===== config.mk =====
export PLATFORM = sky130hd
export DESIGN_NAME = mandel_scheduler
export DESIGN_NICKNAME = d
export VERILOG_FILES = /design/src/rtl/mandel_scheduler.sv
export SDC_FILE = /design/constraint.sdc
export NUM_CORES = 1
export LEC_CHECK = 0
export BUFFER_PORTS_ARGS = -buffer_cell sky130_fd_sc_hd__buf_2
export CAP_MARGIN = 25
export CORE_ASPECT_RATIO = 0.6
export CORE_MARGIN = 5
export CORE_UTILIZATION = 55
export CTS_CLUSTER_DIAMETER = 40
export DETAILED_ROUTE_END_ITERATION = 8
export GPL_TIMING_DRIVEN = 0
export HOLD_SLACK_MARGIN = 0.03
export PLACE_DENSITY = 0.79
export SYNTH_ARGS = -nofsm -noshare
export SYNTH_HDL_FRONTEND = slang
export SYNTH_SLANG_ARGS = --single-unit

===== constraint.sdc =====
create_clock -name clock -period 7.9 [get_ports clock]
set_input_delay 1.185 -clock clock [delete_from_list [all_inputs] [get_ports clock]]
set_output_delay 1.185 -clock clock [all_outputs]
set_load 0.05 [all_outputs]

===== src/rtl/mandel_scheduler.sv =====
// Mandelbrot frame scheduler: walks the pixel raster, dispatches pixels to NUM_ENG iterator
// engines and streams results out. Optional frame cycle counter: define CYCLE_COUNT_EN.
module mandel_scheduler #(
    parameter int NUM_ENG = 4,
    parameter int H_RES   = 640,
    parameter int V_RES   = 480
) (
    input  logic                  clock,
    input  logic                  reset,
    input  logic                  start,
    input  logic [26:0]           x_start,
    input  logic [26:0]           y_start,
    input  logic [26:0]           dx,
    input  logic [26:0]           dy,
    input  logic [11:0]           max_iter,
    output logic [NUM_ENG-1:0]    eng_start,
    output logic [26:0]           eng_cr,
    output logic [26:0]           eng_ci,
    output logic [11:0]           eng_max_iter,
    input  logic [NUM_ENG-1:0]    eng_done,
    input  logic [12*NUM_ENG-1:0] eng_iter,
    output logic                  pix_valid,
    output logic [9:0]            pix_x,
    output logic [8:0]            pix_y,
    output logic [11:0]           pix_iter,
    input  logic                  pix_ready,
    output logic                  busy,
    output logic                  frame_done,
    output logic [31:0]           frame_cycles
);

    localparam int SW = (NUM_ENG > 1) ? $clog2(NUM_ENG) : 1;
    localparam logic [9:0] X_LAST = 10'(H_RES - 1);
    localparam logic [8:0] Y_LAST = 9'(V_RES - 1);

    typedef enum logic [1:0] {IDLE, RUN, DRAIN, DONE} state_t;
    typedef enum logic [1:0] {SLOT_IDLE, SLOT_BUSY, SLOT_RESULT} slot_t;

    state_t state, state_next;

    slot_t       slot_st   [NUM_ENG];
    logic [9:0]  slot_x    [NUM_ENG];
    logic [8:0]  slot_y    [NUM_ENG];
    logic [11:0] slot_iter [NUM_ENG];

    logic signed [26:0] x0, dx_l, dy_l, cr, ci;
    logic [11:0]        mi;
    logic [9:0]         cur_x;
    logic [8:0]         cur_y;

    logic          disp_any, dispatch;
    logic [SW-1:0] disp_idx;
    logic          grant_any, can_grant;
    logic [SW-1:0] grant_idx, last_grant, out_slot;
    logic          accept, all_idle, last_pix, start_ok;

    assign accept   = pix_valid && pix_ready;
    assign last_pix = (cur_x == X_LAST) && (cur_y == Y_LAST);
    assign start_ok = (state == IDLE) && start;
    assign busy       = (state == RUN) || (state == DRAIN);
    assign frame_done = (state == DONE);

    assign eng_cr       = cr;
    assign eng_ci       = ci;
    assign eng_max_iter = mi;

    // Lowest-index idle slot wins, judged on registered slot state only.
    always_comb begin
        disp_any = 1'b0;
        disp_idx = '0;
        for (int i = NUM_ENG - 1; i >= 0; i--) begin
            if (slot_st[i] == SLOT_IDLE) begin
                disp_any = 1'b1;
                disp_idx = SW'(i);
            end
        end
        dispatch  = (state == RUN) && disp_any;
        eng_start = '0;
        if (dispatch) eng_start[disp_idx] = 1'b1;
    end

    always_comb begin
        all_idle = 1'b1;
        for (int i = 0; i < NUM_ENG; i++) begin
            if (slot_st[i] != SLOT_IDLE) all_idle = 1'b0;
        end
    end

    // Round-robin grant; the slot currently on pix_* is still RESULT and must be skipped.
    always_comb begin
        int            cand;
        logic [SW-1:0] cidx;
        cand      = 0;
        cidx      = '0;
        grant_any = 1'b0;
        grant_idx = '0;
        can_grant = busy && (!pix_valid || pix_ready);
        for (int k = 1; k <= NUM_ENG; k++) begin
            cand = int'(last_grant) + k;
            if (cand >= NUM_ENG) cand = cand - NUM_ENG;
            cidx = SW'(cand);
            if (can_grant && !grant_any && slot_st[cidx] == SLOT_RESULT &&
                !(pix_valid && out_slot == cidx)) begin
                grant_any = 1'b1;
                grant_idx = cidx;
            end
        end
    end

    always_comb begin
        state_next = state;
        case (state)
            IDLE:    if (start) state_next = RUN;
            RUN:     if (dispatch && last_pix) state_next = DRAIN;
            DRAIN:   if (all_idle && !pix_valid) state_next = DONE;
            DONE:    state_next = IDLE;
            default: state_next = IDLE;
        endcase
    end

    always_ff @(posedge clock or negedge reset) begin
        if (!reset) state <= IDLE;
        else        state <= state_next;
    end

    // Frame operands are latched once; cr/ci advance incrementally along the raster.
    always_ff @(posedge clock or negedge reset) begin
        if (!reset) begin
            x0    <= '0;
            dx_l  <= '0;
            dy_l  <= '0;
            cr    <= '0;
            ci    <= '0;
            mi    <= '0;
            cur_x <= '0;
            cur_y <= '0;
        end else if (start_ok) begin
            x0    <= x_start;
            dx_l  <= dx;
            dy_l  <= dy;
            cr    <= x_start;
            ci    <= y_start;
            mi    <= max_iter;
            cur_x <= '0;
            cur_y <= '0;
        end else if (dispatch) begin
            if (cur_x == X_LAST) begin
                cur_x <= '0;
                cur_y <= cur_y + 9'd1;
                cr    <= x0;
                ci    <= ci + dy_l;
            end else begin
                cur_x <= cur_x + 10'd1;
                cr    <= cr + dx_l;
            end
        end
    end

    always_ff @(posedge clock or negedge reset) begin
        if (!reset) begin
            for (int i = 0; i < NUM_ENG; i++) begin
                slot_st[i]   <= SLOT_IDLE;
                slot_x[i]    <= '0;
                slot_y[i]    <= '0;
                slot_iter[i] <= '0;
            end
            last_grant <= '0;
            out_slot   <= '0;
            pix_valid  <= 1'b0;
            pix_x      <= '0;
            pix_y      <= '0;
            pix_iter   <= '0;
        end else begin
            for (int i = 0; i < NUM_ENG; i++) begin
                case (slot_st[i])
                    SLOT_IDLE: if (dispatch && disp_idx == SW'(i)) begin
                        slot_st[i] <= SLOT_BUSY;
                        slot_x[i]  <= cur_x;
                        slot_y[i]  <= cur_y;
                    end
                    SLOT_BUSY: if (eng_done[i]) begin
                        slot_st[i]   <= SLOT_RESULT;
                        slot_iter[i] <= eng_iter[i*12 +: 12];
                    end
                    SLOT_RESULT: if (accept && out_slot == SW'(i)) slot_st[i] <= SLOT_IDLE;
                    default: slot_st[i] <= SLOT_IDLE;
                endcase
            end
            if (grant_any) begin
                pix_valid  <= 1'b1;
                pix_x      <= slot_x[grant_idx];
                pix_y      <= slot_y[grant_idx];
                pix_iter   <= slot_iter[grant_idx];
                out_slot   <= grant_idx;
                last_grant <= grant_idx;
            end else if (accept) begin
                pix_valid <= 1'b0;
            end
        end
    end

`ifdef CYCLE_COUNT_EN
    logic [31:0] cyc_cnt;

    always_ff @(posedge clock or negedge reset) begin
        if (!reset) begin
            cyc_cnt      <= '0;
            frame_cycles <= '0;
        end else begin
            if (start_ok)  cyc_cnt <= '0;
            else if (busy) cyc_cnt <= cyc_cnt + 32'd1;
            if (state == DONE) frame_cycles <= cyc_cnt;
        end
    end
`else
    assign frame_cycles = '0;
`endif

endmodule


==> impl_metrics.json, run 1 <==
{
  "final_antenna_net_count": 0,
  "grt_pass1_vias": 14510,
  "clock_skew_ns": 0.01661,
  "grt_max_degree": 97,
  "dr.first_iter.drc_count": 1234,
  "peakVddDrop_uv": 285.8,
  "rrSetupSlack_ns": 4.36,
  "p_sw_w": 0.004778,
  "yosysTopAreaCell": "dfrtp_1",
  "cts_buffers": 39,
  "antenna_found_initial": 5,
  "pwr-share-clk_pct": 18.1,
  "portBuffers": 279,
  "fmax_mhz": 239.2,
  "powerDensity_nw_per_um2": 490.0,
  "synth_edf_count": 0,
  "netlist_top_cells_count": "nand2_1 (397), dfrtp_1 (334), mux2_2 (142)",
  "via_per_inst": 5.754,
  "grtUsageTotal_pct": 28.59,
  "std_cell_rows": 50,
  "wirelength_mm": 51.50,
  "cp.arrival_ns": 2.99,
  "synth_area_leaders": "dfrtp_1 (48%), mux2_2 (9.3%), nand2_1 (8.6%)",
  "fp.dieW_microns": 238.8,
  "fin_tns_setup_ns": 0,
  "p_int_w": 0.005369,
  "holdPathStages": 1,
  "grt_setup_unrepaired": "no",
  "period_needed_ns": 4.180,
  "gp_congestion": 0.9269,
  "yosysUniqueCellTypes": 83,
  "synth_warnings": 0,
  "postCtsResizedCells": 0,
  "p_comb_share_pct": 54.2,
  "stdcell_count": 2512,
  "syn_area_sq_um": 17270,
  "clock-sinks": 334,
  "start_util_pct": 55.54,
  "routedWlPerCell_microns": 20.50,
  "ys_ff_latch": 334,
  "drive_gt1_share_pct": 27.06,
  "first_pass_iters": 7,
  "cts_max_level": 2,
  "post_cts_buffers": 0,
  "relSlewSlack_pct": 38.39,
  "synthFlopType": "dfrtp_1",
  "setup_viol": 0,
  "swShare_pct": 47.09,
  "start_kind": "flop",
  "yosysSeqAreaShare_pct": 48.40,
  "reg2reg_to": "eng_cr[26]$_DFFE_PN0P_",
  "min_to": "slot_st[4]$_DFFE_PN0P_",
  "worstMarginPinSlew_ns": 0.9241,
  "clockRootBuffer": "clkbuf_16",
  "drc": 0,
  "netlist.area_leader.share_pct": 48.40,
  "core_sq_um": 31090,
  "placed_area_sq_um": 19390,
  "period_share_pct": 52.91,
  "nNetsFinal": 2305,
  "fin_area_sq_um": 20710,
  "vias": 14450,
  "die-height_microns": 147.3,
  "clkLatencyLatePin_ns": 0.54,
  "grt_pass1_wl_mm": 80.16,
  "die_area_sq_um": 35160,
  "cap_violations": 0,
  "areaGrowthSynthToFinish_pct": 19.93,
  "cts_buffer_depth": 3,
  "critPathCaptureType": "output port",
  "synth_cells": 1710,
  "ctsHoldBuffers": 0,
  "drv_slew": 0,
  "seqPwrFrac_pct": 27.7,
  "synth_area_per_cell_sq_um": 10.10,
  "status": "finished clean",
  "total_power_w": 0.01015,
  "io_pins": 312,
  "p_leak_nw": 10.27,
  "hpwlAfterDp_mm": 37.75,
  "clkTransAtPathRegs_ns": 0.06,
  "synthArstFlopShare_pct": 100.0,
  "worstReg2RegStart": "eng_cr[0]$_DFFE_PN0P_",
  "cp_max_fo": 10,
  "min_from": "slot_st[5]$_DFFE_PN0P_",
  "hold_viol": 0,
  "post-synth-top-count-cell": "nand2_1",
  "dp.cells": 2439,
  "final_core_util_pct": 66.61,
  "min_path_type": "flop to flop",
  "grt-ovfl-total": 0,
  "required_ns": 6.71,
  "crit_type": "flop to output port",
  "cts_tree": "built",
  "reg2reg_depth": 11
}
[state kept, by name, summed over array words and instances, names as in the netlist, 27 cells and up]
| signal | flops |
|---|---|
| slot_iter | 48 |
| slot_x | 40 |
| slot_y | 36 |
| dx_l | 27 |
| dy_l | 27 |
| eng_ci | 27 |
| eng_cr | 27 |
| x0 | 27 |
[stage by stage]
stage / setup slack (ns) / hold slack [ns]
3_3_place_gp: -0.5968 / 0.4499
5_1_grt: 3.568 / 0.4970
3_5_place_dp: 4.309 / 0.4515
6_report: 3.720 / 0.4621
2_1_floorplan: 4.679 / 0.4376
4_1_cts: 3.706 / 0.4599
[cells in the final DEF, fill, tap and decap left out, drive strengths merged, types with 32 or more instances in the layout]
cell type / Yosys / layout
a21oi: 78 / 78
buf: 50 / 332
clkbuf: 66 / 113
conb: 1 / 32
dfrtp: 334 / 334
ha: 63 / 63
mux2: 146 / 146
mux2i: 64 / 64
nand2: 398 / 398
nor2: 94 / 94
o21ai: 100 / 100
[routing by layer]
metal,share of wire (%),global-route usage [%],routed length (microns)
met1,44,41.53,22810
met2,46,43.58,23530
met3,7.8,6.454,4021
met4,2.2,7.856,1126
met5,0.021,0,11
[power by group through the flow]
stage / registers [W] / logic, W / clock network (W)
2_1_floorplan: 0.00344 / 0.00331 / 0
3_3_place_gp: 0.00279 / 0.00524 / 0
3_5_place_dp: 0.00282 / 0.00539 / 0
4_1_cts: 0.00280 / 0.00544 / 0.00186
5_1_grt: 0.00288 / 0.00593 / 0.00194
6_report: 0.00281 / 0.00550 / 0.00183
[cell type report]
cell class	count	area [sq um]
Antenna cell	4	10.01
Buffer	116	645.6
Clock buffer	47	1057
Clock inverter	22	249.0
Fill cell	2474	10380
Inverter	18	70.07
Multi-Input combinational cell	1273	8312
Sequential cell	334	8358
Tap cell	416	520.5
Timing Repair Buffer	282	1489
[logic make-up (layout without fill, tap and decap cells)]
kind of cell / count (synthesis) / in the layout / synth area share (%)
mux: 210 / 210 / 13.25
fa+ha+maj: 65 / 65 / 4.796
buf+inv: 134 / 485 / 4.144
compound gates: 325 / 325 / 12.56
xor+xnor: 49 / 49 / 2.485
flops: 334 / 334 / 48.40
simple gates: 592 / 592 / 14.35
other cells: 1 / 36 / 0.02172
[how the worst max path moves through the flow]
stage                                            to  cells past startpoint             startpoint
after global placement    slot_iter[40]$_DFFE_PN0P_                      1                  reset
after CTS                              eng_start[3]                      6   state[1]$_DFFE_PN0P_
after global routing                   eng_start[3]                      6   state[1]$_DFFE_PN0P_
after floorplan              eng_ci[26]$_DFFE_PN0P_                     11  eng_ci[0]$_DFFE_PN0P_
final                                  eng_start[3]                      6   state[1]$_DFFE_PN0P_
after detailed placement               eng_start[3]                      6   state[1]$_DFFE_PN0P_
[critical path, stage by stage, from the launching register on]
cell and delay [ns]:
dfrtp_1 0.40, inv_1 0.13, ha_1 0.33, nand2_1 0.16
nor4_1 0.46, clkbuf_1 0.58, buf_2 0.39
No activity file was read; power rests on OpenSTA's default activity.
==> run 2: changes to the inputs <==
--- a/config.mk
+++ b/config.mk
@@ -5,6 +5,7 @@
 export SDC_FILE = /design/constraint.sdc
 export NUM_CORES = 1
 export LEC_CHECK = 0
+export ABC_AREA = 1
 export BUFFER_PORTS_ARGS = -buffer_cell sky130_fd_sc_hd__buf_2
 export CAP_MARGIN = 25
 export CORE_ASPECT_RATIO = 0.6
@@ -14,7 +15,7 @@
 export DETAILED_ROUTE_END_ITERATION = 8
 export GPL_TIMING_DRIVEN = 0
 export HOLD_SLACK_MARGIN = 0.03
-export PLACE_DENSITY = 0.79
+export PLACE_DENSITY = 0.78
 export SYNTH_ARGS = -nofsm -noshare
 export SYNTH_HDL_FRONTEND = slang
 export SYNTH_SLANG_ARGS = --single-unit
==> constraint.sdc (replaced) <==
create_clock -name clock -period 3.85 [get_ports clock]
set_input_delay 0.5775 -clock clock [delete_from_list [all_inputs] [get_ports clock]]
set_output_delay 0.5775 -clock clock [all_outputs]
set_load 0.05 [all_outputs]
==> impl_metrics.json, run 2 <==
{
  "status": "finished clean",
  "clkTransAtPathRegs_ns": 0.06,
  "die_area_sq_um": 37260,
  "syn_area_sq_um": 18360,
  "hold_viol": 0,
  "first_pass_iters": 6,
  "largest_register_ffs": 48,
  "netlist.area_leader.share_pct": 45.52,
  "rrSetupSlack_ns": 0.80,
  "synthFlopType": "dfrtp_1",
  "synth_area_per_cell_sq_um": 7.645,
  "worstMarginPinSlew_ns": 0.9408,
  "synth_area_leaders": "dfrtp_1 (46%), nand2_1 (16%), nand3_1 (5.0%)",
  "critPathBufInv": 5,
  "required_ns": 3.27,
  "crit_type": "flop to output port",
  "reg2reg_depth": 8,
  "die-height_microns": 151.5,
  "reg2reg_to": "x0[22]$_DFFE_PN0P_",
  "start_kind": "flop",
  "nNetsFinal": 2995,
  "grt_pass1_vias": 17320,
  "worstReg2RegStart": "state[1]$_DFFE_PN0P_",
  "drv_slew": 0,
  "gp_congestion": 0.9911,
  "final_core_util_pct": 66.85,
  "powerDensity_nw_per_um2": 1118,
  "setup_viol": 0,
  "ctsHoldBuffers": 0,
  "grtUsageTotal_pct": 33.65,
  "critPathCaptureType": "output port",
  "placed_area_sq_um": 20500,
  "layout_common_cells": "nand2_1 (767), dfrtp_1 (334), buf_2 (294), inv_1 (219), nand3_1 (183)",
  "cts_buffer_depth": 3,
  "dr.first_iter.drc_count": 1952,
  "yosysTopAreaCell": "dfrtp_1",
  "yosysSeqAreaShare_pct": 45.52,
  "fin_area_sq_um": 21840,
  "netlist_top_cells_count": "nand2_1 (767), dfrtp_1 (334), inv_1 (219)",
  "nFillCells": 2815,
  "synthArstFlopShare_pct": 100.0,
  "critPathSlowestCell": "nor4_1",
  "wirelength_mm": 63.38,
  "areaGrowthSynthToFinish_pct": 18.94,
  "p_leak_nw": 11.46,
  "clkLatencyLatePin_ns": 0.55,
  "grt_max_degree": 126,
  "cap_violations": 0,
  "start_util_pct": 56.20,
  "synth_edf_count": 0,
  "synth_cells": 2402,
  "ys_ff_latch": 334,
  "hpwlAfterDp_mm": 48.03,
  "grt_pass1_wl_mm": 97.79,
  "grt-ovfl-total": 0,
  "cpPeakStageDelay_ns": 0.50,
  "fp.dieW_microns": 245.9,
  "cts_tree": "built",
  "fmax_mhz": 290.3,
  "post-synth-top-count-cell": "nand2_1",
  "peakVddDrop_uv": 649.9,
  "cp.arrival_ns": 2.87,
  "cts_max_level": 2,
  "drc": 0,
  "clock-sinks": 334,
  "period_share_pct": 89.49,
  "relSlewSlack_pct": 37.28,
  "min_path_type": "primary input to asynchronous set/reset pin",
  "vias": 18190,
  "top_regs": "slot_iter: 48 flops, slot_x: 40 flops, slot_y: 36 flops",
  "post_cts_buffers": 0,
  "clock_skew_ns": 0.02103,
  "largest-register": "slot_iter",
  "cpMostUsedCell": "inv_1",
  "final_antenna_net_count": 0,
  "drive_gt1_share_pct": 16.86,
  "synth_warnings": 0,
  "routedWlPerCell_microns": 19.59,
  "cp_max_fo": 10,
  "core_sq_um": 32670,
  "critical_path.top_delay_family": "buffers and inverters",
  "antenna_found_initial": 4,
  "std_cell_rows": 51,
  "critical_path.cell_chain": "inv_1 > ha_1 > inv_1 > nor4_1 > nand2_1 > clkbuf_1 > inv_1 > buf_2",
  "period_needed_ns": 3.445,
  "via_per_inst": 5.623,
  "yosysUniqueCellTypes": 51,
  "final_common_cell": "nand2_1",
  "cts_buffers": 38,
  "clockRootBuffer": "clkbuf_16",
  "grt_setup_unrepaired": "no",
  "postCtsResizedCells": 0,
  "portBuffers": 279,
  "io_pins": 312
}
==> run 2: worst register-to-register path, stage by stage, from the launching register on <==
cell and delay, ns:
dfrtp_1 0.43, inv_1 0.13, ha_1 0.20, nand2_1 0.30, inv_2 0.32, clkbuf_1 0.65, clkbuf_1 0.60, nand2_1 0.21
o21ai_0 0.14
==> run 2: logic make-up after synthesis <==
family / share of synthesized area (%)
compound gates: 11.69
other cells: 0.02042
fa+ha+maj: 4.511
mux: 0.7359
buf+inv: 8.463
simple gates: 27.77
flops: 45.52
xor+xnor: 1.288
==> run 2: worst max path at each step <==
stage	cells after the start	end	startpoint
6_report	8	eng_start[2]	state[1]$_DFFE_PN0P_
5_1_grt	8	eng_start[2]	state[1]$_DFFE_PN0P_
4_1_cts	8	eng_start[2]	state[1]$_DFFE_PN0P_
3_5_place_dp	8	x0[22]$_DFFE_PN0P_	state[0]$_DFFE_PN0P_
3_3_place_gp	1	x0[13]$_DFFE_PN0P_	reset
2_1_floorplan	13	eng_cr[20]$_DFFE_PN0P_	eng_cr[0]$_DFFE_PN0P_
==> run 2: routing by layer <==
| layer | wire, microns | track usage [%] |
|---|---|---|
| met1 | 28860 | 51.77 |
| met2 | 26650 | 49.21 |
| met3 | 6591 | 7.170 |
| met4 | 1279 | 7.525 |
| met5 | 7 | 0 |
==> run 2: final cells by class <==
| type | count | area (sq um) | area share (%) |
|---|---|---|---|
| flip-flops and latches | 334 | 8358 | 38.27 |
| well taps | 450 | 563.0 | 2.578 |
| repair buffers | 281 | 1461 | 6.691 |
| clock inverters | 19 | 255.2 | 1.169 |
| multi-input cells | 1744 | 8567 | 39.23 |
| diodes | 3 | 7.507 | 0.03437 |
| plain buffers | 124 | 680.7 | 3.117 |
| inverters | 231 | 873.3 | 3.999 |
| clock buffers | 49 | 1074 | 4.915 |
==> run 2: where the power goes <==
part / internal [W] / switching, W / leakage [nW]
clock network: 0.00232 / 0.00156 / 0.643
logic: 0.00423 / 0.0104 / 6.65
registers: 0.00493 / 0.000960 / 4.17
total: 0.0115 / 0.0129 / 11.5
==> run 2: per-stage QoR <==
| step | setup TNS [ns] | setup slack [ns] | total power (W) | cells | hold WS [ns] |
|---|---|---|---|---|---|
| 6_report | 0 | 0.4048 | 0.02441 | 3235 | 0.03692 |
| 5_1_grt | 0 | 0.2817 | 0.02603 | 3234 | 0.09637 |
| 4_1_cts | 0 | 0.4579 | 0.02411 | 3232 | 0.07555 |
| 3_5_place_dp | 0 | 0.8774 | 0.02014 | 3164 | 0.4605 |
| 3_3_place_gp | -1357.57 | -4.122 | 0.01984 | 3162 | 0.4578 |
| 2_1_floorplan | 0 | 1.500 | 0.01583 | 2433 | 0.2819 |
